===== src/rtl/mem_access_unit.sv =====
// mem_access_unit: byte-addressed load/store initiator in front of a
// word-addressed 32-bit data memory without byte enables. Sub-word stores
// are performed as read-modify-write. Load data is lane-selected and
// sign/zero-extended before being returned on the response channel.
//
// Optional feature macro: MEM_ACCESS_SUBWORD_EN
//   defined   : byte and halfword accesses supported
//   undefined : byte/half sizes report an error; stores go straight to WRITE
module mem_access_unit #(
  parameter int MEM_WORDS = 256
) (
  input  logic        clk,
  input  logic        reset,
  input  logic        req_valid,
  output logic        req_ready,
  input  logic        req_write,
  input  logic [1:0]  req_size,
  input  logic        req_unsigned,
  input  logic [31:0] req_addr,
  input  logic [31:0] req_wdata,
  output logic        resp_valid,
  input  logic        resp_ready,
  output logic [31:0] resp_rdata,
  output logic        resp_error,
  output logic [31:0] mem_address,
  output logic [31:0] mem_write_data,
  output logic        mem_write,
  output logic        mem_read,
  input  logic [31:0] mem_read_data
);

  localparam logic [31:0] MEM_WORDS_W = 32'(MEM_WORDS);

  typedef enum logic [2:0] {
    IDLE    = 3'd0,
    READ    = 3'd1,
    CAPTURE = 3'd2,
    WRITE   = 3'd3,
    RESP    = 3'd4
  } state_t;

  state_t      state_r, state_next;

  // Request fields latched on the accept edge
  logic [1:0]  size_r;
  logic        uns_r;
  logic [31:0] addr_r;
`ifdef MEM_ACCESS_SUBWORD_EN
  logic        write_r;
  logic [15:0] wdata_r;
`endif

  // Registered outputs and their next values
  logic        resp_valid_r, resp_valid_next;
  logic [31:0] resp_rdata_r, resp_rdata_next;
  logic        resp_error_r, resp_error_next;
  logic        mem_read_r, mem_read_next;
  logic        mem_write_r, mem_write_next;
  logic [31:0] mem_address_r, mem_address_next;
  logic [31:0] mem_write_data_r, mem_write_data_next;

  logic        req_error_s;
  logic [31:0] req_index_s;
  logic [31:0] addr_index_s;

  // Request legality: size, alignment and word-index range
  function automatic logic check_error(input logic [1:0] size, input logic [31:0] addr);
    logic bad;
    bad = 1'b0;
    case (size)
`ifdef MEM_ACCESS_SUBWORD_EN
      2'b00:   bad = 1'b0;
      2'b01:   bad = addr[0];
`endif
      2'b10:   bad = (addr[1:0] != 2'b00);
      default: bad = 1'b1;
    endcase
    if ({2'b00, addr[31:2]} >= MEM_WORDS_W) begin
      bad = 1'b1;
    end else begin
      bad = bad;
    end
    return bad;
  endfunction

  // Lane select (little-endian) followed by sign/zero extension
  function automatic logic [31:0] load_extract(input logic [31:0] word, input logic [1:0] size,
                                               input logic [1:0] lane, input logic uns);
    logic [7:0]  b;
    logic [15:0] h;
    logic [31:0] r;
    case (lane)
      2'b00:   b = word[7:0];
      2'b01:   b = word[15:8];
      2'b10:   b = word[23:16];
      default: b = word[31:24];
    endcase
    h = lane[1] ? word[31:16] : word[15:0];
    case (size)
      2'b00:   r = uns ? {24'd0, b} : {{24{b[7]}}, b};
      2'b01:   r = uns ? {16'd0, h} : {{16{h[15]}}, h};
      default: r = word;
    endcase
    return r;
  endfunction

`ifdef MEM_ACCESS_SUBWORD_EN
  // Replace one byte or half lane of the captured word with store data
  function automatic logic [31:0] store_merge(input logic [31:0] word, input logic [15:0] wdata,
                                              input logic [1:0] size, input logic [1:0] lane);
    logic [31:0] r;
    r = word;
    if (size == 2'b00) begin
      case (lane)
        2'b00:   r[7:0]   = wdata[7:0];
        2'b01:   r[15:8]  = wdata[7:0];
        2'b10:   r[23:16] = wdata[7:0];
        default: r[31:24] = wdata[7:0];
      endcase
    end else if (lane[1]) begin
      r[31:16] = wdata;
    end else begin
      r[15:0] = wdata;
    end
    return r;
  endfunction
`endif

  assign req_error_s  = check_error(req_size, req_addr);
  assign req_index_s  = {2'b00, req_addr[31:2]};
  assign addr_index_s = {2'b00, addr_r[31:2]};

  // State register
  always_ff @(posedge clk) begin
    if (reset) begin
      state_r <= IDLE;
    end else begin
      state_r <= state_next;
    end
  end

  // Latch request fields when a request is accepted in IDLE
  always_ff @(posedge clk) begin
    if (reset) begin
      size_r  <= 2'b00;
      uns_r   <= 1'b0;
      addr_r  <= 32'd0;
`ifdef MEM_ACCESS_SUBWORD_EN
      write_r <= 1'b0;
      wdata_r <= 16'd0;
`endif
    end else if ((state_r == IDLE) && req_valid) begin
      size_r  <= req_size;
      uns_r   <= req_unsigned;
      addr_r  <= req_addr;
`ifdef MEM_ACCESS_SUBWORD_EN
      write_r <= req_write;
      wdata_r <= req_wdata[15:0];
`endif
    end
  end

  // Next state plus next values of every registered output
  always_comb begin
    state_next          = state_r;
    resp_valid_next     = 1'b0;
    resp_rdata_next     = 32'd0;
    resp_error_next     = 1'b0;
    mem_read_next       = 1'b0;
    mem_write_next      = 1'b0;
    mem_address_next    = 32'd0;
    mem_write_data_next = 32'd0;
    case (state_r)
      IDLE: begin
        if (req_valid) begin
          if (req_error_s) begin
            state_next      = RESP;
            resp_valid_next = 1'b1;
            resp_error_next = 1'b1;
          end else if (req_write && (req_size == 2'b10)) begin
            state_next          = WRITE;
            mem_write_next      = 1'b1;
            mem_address_next    = req_index_s;
            mem_write_data_next = req_wdata;
          end else begin
            // loads, and (when enabled) sub-word stores needing the old word
            state_next       = READ;
            mem_read_next    = 1'b1;
            mem_address_next = req_index_s;
          end
        end else begin
          state_next = IDLE;
        end
      end
      READ: begin
        state_next       = CAPTURE;
        mem_read_next    = 1'b1;
        mem_address_next = addr_index_s;
      end
      CAPTURE: begin
`ifdef MEM_ACCESS_SUBWORD_EN
        if (write_r) begin
          state_next          = WRITE;
          mem_write_next      = 1'b1;
          mem_address_next    = addr_index_s;
          mem_write_data_next = store_merge(mem_read_data, wdata_r, size_r, addr_r[1:0]);
        end else begin
          state_next      = RESP;
          resp_valid_next = 1'b1;
          resp_rdata_next = load_extract(mem_read_data, size_r, addr_r[1:0], uns_r);
        end
`else
        state_next      = RESP;
        resp_valid_next = 1'b1;
        resp_rdata_next = load_extract(mem_read_data, size_r, addr_r[1:0], uns_r);
`endif
      end
      WRITE: begin
        state_next      = RESP;
        resp_valid_next = 1'b1;
      end
      RESP: begin
        if (resp_ready) begin
          state_next = IDLE;
        end else begin
          resp_valid_next = 1'b1;
          resp_rdata_next = resp_rdata_r;
          resp_error_next = resp_error_r;
        end
      end
      default: begin
        state_next = IDLE;
      end
    endcase
  end

  // Output registers
  always_ff @(posedge clk) begin
    if (reset) begin
      resp_valid_r     <= 1'b0;
      resp_rdata_r     <= 32'd0;
      resp_error_r     <= 1'b0;
      mem_read_r       <= 1'b0;
      mem_write_r      <= 1'b0;
      mem_address_r    <= 32'd0;
      mem_write_data_r <= 32'd0;
    end else begin
      resp_valid_r     <= resp_valid_next;
      resp_rdata_r     <= resp_rdata_next;
      resp_error_r     <= resp_error_next;
      mem_read_r       <= mem_read_next;
      mem_write_r      <= mem_write_next;
      mem_address_r    <= mem_address_next;
      mem_write_data_r <= mem_write_data_next;
    end
  end

  // Reset kills the memory strobes in the same cycle so an in-flight write never lands
  assign mem_read       = mem_read_r & ~reset;
  assign mem_write      = mem_write_r & ~reset;
  assign mem_address    = reset ? 32'd0 : mem_address_r;
  assign mem_write_data = reset ? 32'd0 : mem_write_data_r;

  assign req_ready  = (state_r == IDLE);
  assign resp_valid = resp_valid_r;
  assign resp_rdata = resp_rdata_r;
  assign resp_error = resp_error_r;

endmodule


===== config.mk =====
export PLATFORM = sky130hd
export DESIGN_NAME = mem_access_unit
export DESIGN_NICKNAME = d
export VERILOG_FILES = /design/src/rtl/mem_access_unit.sv
export SDC_FILE = /design/constraint.sdc
export NUM_CORES = 1
export LEC_CHECK = 0
export CORE_MARGIN = 2
export CORE_UTILIZATION = 45
export CTS_CLUSTER_SIZE = 8
export DETAILED_ROUTE_END_ITERATION = 16
export PLACE_DENSITY = 0.92
export SYNTH_ARGS = -nofsm -noshare
export SYNTH_HDL_FRONTEND = slang
export SYNTH_SLANG_ARGS = --single-unit

===== constraint.sdc =====
create_clock -name clk -period 5.2 [get_ports clk]
set_input_delay 1.04 -clock clk [delete_from_list [all_inputs] [get_ports clk]]
set_output_delay 1.04 -clock clk [all_outputs]
set_load 0.02 [all_outputs]

==> impl_metrics.json, run 1 <==
{
  "holdPathStages": 2,
  "cpPeakStageDelay_ns": 0.68,
  "final.period_utilization_pct": 69.1,
  "routed_wl_um": 14900,
  "ioPinCount": 205,
  "cts_setup_buffers": 0,
  "synth_warnings": 0,
  "worstPathCellList": "buf_4 > nor2b_1 > clkdlybuf4s50_1",
  "worst_ep_required_time_ns": 4.16,
  "clk_pin_slew_ns": 0.06,
  "ys_ff_latch": 136,
  "grt_pass1_vias": 4802,
  "worstPathArrival_ns": 2.56,
  "die_h_um": 112,
  "p_leak_nw": 3.02,
  "grt_util_all_layers_pct": 23.9,
  "layout-drive-gt1-share_pct": 7.38,
  "synth_area_leaders": "dfxtp_1, nor2b_1, nand2_1",
  "crit_buf_inv": 2,
  "drtIter0Drc": 353,
  "avgSynthCellArea_um2": 9.10,
  "dp_hpwl_um": 10300,
  "crit_family": "buffers and inverters",
  "cp.depth": 3,
  "worstMarginPinSlew_ns": 1.25,
  "antenna_found_initial": 0,
  "cts_sinks": 136,
  "dp_slack_ns": 1.43,
  "placed_area_mm2": 0.00730,
  "ctsHoldBuffers": 0,
  "portBuffers": 202,
  "crit_type": "input pin to output port",
  "fmax_mhz": 278,
  "clk_latency_ns": 0.42,
  "wl_met3_um": 1120,
  "final_antenna_net_count": 0,
  "synth.most_common_cell": "dfxtp_1",
  "cts_resized": 0,
  "route.met2.wl_um": 7340,
  "max-slew-margin-rel_pct": 16.2,
  "cts_root_buffer": "clkbuf_16",
  "num_antenna_cells": 0,
  "synth_flop_cell": "dfxtp_1",
  "vdd_drop_max_mv": 0.266,
  "detail_route.wl_per_cell_um": 16.2,
  "rsz0062_at_grt": "no",
  "period_minus_slack_ns": 3.60,
  "core-area_mm2": 0.0114,
  "route.detailed.drc": 0,
  "powerDensity_mw_per_mm2": 308,
  "start_util_pct": 46.0,
  "place.gp.congestion": 0.887,
  "synth.distinct_cells": 42,
  "r2r_cells": 5,
  "clk_path_buf_depth": 2,
  "ys_seq_area_share_pct": 52.0,
  "cp_slowest_cell": "buf_4",
  "vias_per_cell": 5.28,
  "skew_ns": 0.00706,
  "grt_first_pass_wirelength_um": 23900,
  "maxCapViolations": 0,
  "hold_path.class": "flip-flop to flip-flop",
  "htreeDepth": 4,
  "post-route-util_pct": 69.3,
  "num_vias": 4828,
  "cts_tree": "built",
  "final-max-slew-violation-count": 0,
  "fin_ws_ns": 1.60,
  "overflow": 0,
  "die_area_mm2": 0.0125,
  "netlist_area_mm2": 0.00523,
  "hold_violations": 0,
  "synthCells": 575,
  "postLayoutCellArea_mm2": 0.00788,
  "highest_layer": "met4",
  "cp_max_fo": 100,
  "synth.largest_area_cell": "dfxtp_1",
  "finalHoldWorstSlack_ns": 0.448,
  "setup_viol": 0,
  "synthTopCellsByCount": "dfxtp_1, nand2_1, nor2b_1",
  "crit_path_end_kind": "output port",
  "fp-row-count": 39,
  "drtPass1Iterations": 5,
  "synthToLayoutAreaGrowth_pct": 50.6,
  "fin_setup_tns_ns": 0,
  "final_net_count": 863,
  "synth_top_cell_area_share_pct": 52.0,
  "start_kind": "input pin",
  "grt_max_degree": 101,
  "async_flop_share_pct": 0,
  "cts_made_buffers": 17,
  "die_x_um": 112,
  "wirelength_met1_um": 5950,
  "synth_edf_count": 0,
  "status": "finished, final reports clean"
}
## layout by cell type, fill, tap and decap left out, drive strengths merged, types with 2 or more instances in the layout
cell / synthesis / routed
a21oi: 58 / 58
a22o: 16 / 16
a22oi: 16 / 16
a32oi: 2 / 2
and2: 35 / 35
and3: 23 / 23
buf: 9 / 7
clkbuf: 35 / 18
clkdlybuf4s50: 0 / 201
clkinv: 0 / 5
clkinvlp: 0 / 6
conb: 1 / 2
dfxtp: 136 / 136
inv: 5 / 7
mux2: 10 / 10
mux2i: 6 / 6
nand2: 90 / 90
nand3: 2 / 2
nand4: 2 / 2
nor2: 5 / 5
nor2b: 68 / 68
nor3: 3 / 3
nor4: 7 / 7
nor4b: 3 / 3
o21a: 7 / 7
o21ai: 23 / 23
o22ai: 3 / 3
## where the power goes
part | leakage [nW] | internal [mW] | total (mW) | switching (mW)
logic | 1.66 | 0.113 | 0.216 | 0.102
clock network | 0.261 | 0.670 | 1.13 | 0.460
registers | 1.10 | 1.06 | 1.08 | 0.0180
## layer usage
| layer | global-route usage [%] | vias to the layer above |
|---|---|---|
| met5 | 0 | - |
| met4 | 11.3 | 0 |
| met3 | 7.40 | 40 |
| met2 | 38.5 | 237 |
| met1 | 29.2 | 2237 |
| li1 | - | 2314 |
## per-stage QoR
stage | power (mW) | std cells
finish | 2.43 | 915
global route | 2.51 | 915
CTS | 2.44 | 914
detailed placement | 1.31 | 882
global placement | 1.31 | 882
floorplan | 1.20 | 576
## final timing paths
kind	start	end	slack (ns)
setup / recovery	reset	mem_write_data[22]	1.60
hold / removal	addr_r[17]	addr_r[17]	0.45
setup reg to reg	state_r[0]	resp_rdata[9]	2.61
hold reg to reg	addr_r[17]	addr_r[17]	0.45
## area by class of cell
class	instances	area, µm²
Fill cell	827	3490
Timing Repair Buffer	208	2070
Tap cell	143	179
Clock buffer	18	439
Clock inverter	14	125
Sequential cell	136	2720
Inverter	5	18.8
Multi-Input combinational cell	391	2320
## logic make-up after synthesis
| logic type | share of synthesized area (%) |
|---|---|
| AO/OA/AOI/OAI | 15.4 |
| buffers and inverters | 3.83 |
| flip-flops | 52.0 |
| multiplexers | 3.30 |
| other | 0.0717 |
| AND/OR/NAND/NOR | 25.4 |
## sequential cells by signal, indices dropped and copies added (netlist names), 2 cells and up
name	flops
resp_rdata	32
state_r	3
size_r	2
mem_write_data_r	32
mem_address_r	30
addr_r	32
## worst register-to-register path: cells and delay by family (launching register included)
kind / cells / cell delay [ns]
DFF: 1 / 0.63
and+or+nand+nor: 3 / 1.50
AOI/OAI and AO/OA: 1 / 0.12
buffers and inverters: 1 / 0.27
Power figures use the tool's default switching activity.
==> inputs of run 2 (changes only) <==
Settings changed: CORE_UTILIZATION 45 to 39, PLACE_DENSITY 0.92 to 0.86.
Clock period 5.2 ns to 3.23 ns, I/O delays scaled along.
==> run 2 against run 1 <==
Net effect:
- combinational power rose by 63%
- clock skew rose by 0.0035 ns
- critical path type unchanged
- cell area rose by 2.3%
- critical endpoint is now mem_address[21]
==> impl_metrics.json, run 2 (synthesized netlist as in run 1, its figures left out) <==
{
  "worst_ep_required_time_ns": 2.58,
  "cp_max_fo": 46,
  "final.period_utilization_pct": 81.0,
  "hold_path.class": "flip-flop to flip-flop",
  "num_antenna_cells": 0,
  "post-route-util_pct": 61.1,
  "maxCapViolations": 0,
  "critPathLaunch": "reset",
  "p_leak_nw": 3.11,
  "die_x_um": 120,
  "die_h_um": 120,
  "reg2reg_from": "addr_r[1]",
  "period_minus_slack_ns": 2.62,
  "final-max-slew-violation-count": 0,
  "grt_util_all_layers_pct": 20.2,
  "fin_setup_tns_ns": 0,
  "worstPathCellList": "buf_4 > buf_12 > nor2b_1 > clkdlybuf4s50_1",
  "route.detailed.drc": 0,
  "start_kind": "input pin",
  "antenna_found_initial": 0,
  "grt_pass1_vias": 4419,
  "worstPathArrival_ns": 1.97,
  "r2r_cells": 4,
  "final_cell_mix": "clkdlybuf4s50_1, dfxtp_1, nand2_1, nor2b_1, a21oi_1",
  "core-area_mm2": 0.0132,
  "cpPeakStageDelay_ns": 0.63,
  "drtPass1Iterations": 5,
  "ioPinCount": 205,
  "vias_per_cell": 4.91,
  "setup_viol": 0,
  "skew_ns": 0.0105,
  "final_net_count": 871,
  "clk_path_buf_depth": 2,
  "worstReg2RegEnd": "resp_rdata[16]",
  "portBuffers": 202,
  "fp-row-count": 42,
  "synthToLayoutAreaGrowth_pct": 54.0,
  "routed_wl_um": 14600,
  "max-slew-margin-rel_pct": 49.8,
  "detail_route.wl_per_cell_um": 15.3,
  "final_common_cell": "clkdlybuf4s50_1",
  "status": "finished, final reports clean",
  "rrSetupSlack_ns": 1.06,
  "cts_root_buffer": "clkbuf_16",
  "htreeDepth": 4,
  "num_vias": 4693,
  "holdPathEnd": "addr_r[23]",
  "fin_ws_ns": 0.614,
  "start_util_pct": 39.7,
  "die_area_mm2": 0.0144,
  "powerDensity_mw_per_mm2": 514,
  "worstHoldStart": "addr_r[23]",
  "cp_slowest_cell": "clkdlybuf4s50_1",
  "crit_type": "input pin to output port",
  "ctsHoldBuffers": 0,
  "crit_path_end_kind": "output port",
  "dp_slack_ns": 0.490,
  "cts_tree": "built",
  "drtIter0Drc": 297,
  "hold_violations": 0,
  "vdd_drop_max_mv": 0.284,
  "clk_latency_ns": 0.42,
  "rsz0062_at_grt": "no",
  "cts_setup_buffers": 0,
  "fmax_mhz": 382,
  "clk_pin_slew_ns": 0.06,
  "cts_made_buffers": 17,
  "holdPathStages": 2,
  "grt_first_pass_wirelength_um": 22400,
  "dp_hpwl_um": 10200,
  "place.gp.congestion": 0.824,
  "grt_max_degree": 47,
  "worstMarginPinSlew_ns": 0.752,
  "layout-drive-gt1-share_pct": 8.08,
  "final_antenna_net_count": 0,
  "cts_sinks": 136,
  "cts_resized": 0,
  "overflow": 0
}
run 2: how the worst max path moves through the flow:
| stage | end | slack, ns | cells after the start |
|---|---|---|---|
| after floorplan | mem_address[10] | 1.23 | 3 |
| after global placement | mem_address[21] | 0.62 | 4 |
| after detailed placement | mem_address_r[5] | 0.49 | 5 |
| after CTS | mem_address[21] | 0.61 | 4 |
| after global routing | mem_address[29] | 0.55 | 4 |
| final | mem_address[21] | 0.61 | 4 |
run 2: critical path, delay by kind of cell:
kind,cells,cell delay [ns]
simple gates,1,0.19
buf+inv,3,1.10
run 2: report_power, final:
part           internal [mW]  switching, mW  total, mW  leakage (nW)
Sequential              1.71         0.0279       1.74          1.10
Clock                   1.33          0.713       2.05         0.303
Combinational          0.188          0.165      0.353          1.71
Total                   3.23          0.906       4.14          3.11
run 2: final cells by class:
class / instances / area, µm²
clock buffer: 21 / 460
clock inverter: 11 / 171
fill: 1085 / 5140
inverter: 5 / 18.8
multi-input combinational: 391 / 2320
sequential: 136 / 2720
tap: 176 / 220
timing repair buffer: 216 / 2140
run 2: metal layers:
metal | routed length (µm) | GRT usage, %
met5 | 0 | 0
met1 | 6120 | 23.2
met2 | 7070 | 33.5
met4 | 440 | 10.3
met3 | 1000 | 6.75
run 2: metrics by stage:
step	power (mW)	instances	hold slack, ns	cell area [µm²]
2_1_floorplan	1.93	576	0.432	5240
3_3_place_gp	2.12	924	0.437	7420
3_5_place_dp	2.12	924	0.445	7420
4_1_cts	4.16	956	0.453	8050
5_1_grt	4.28	956	0.464	8050
6_report	4.14	956	0.450	8050
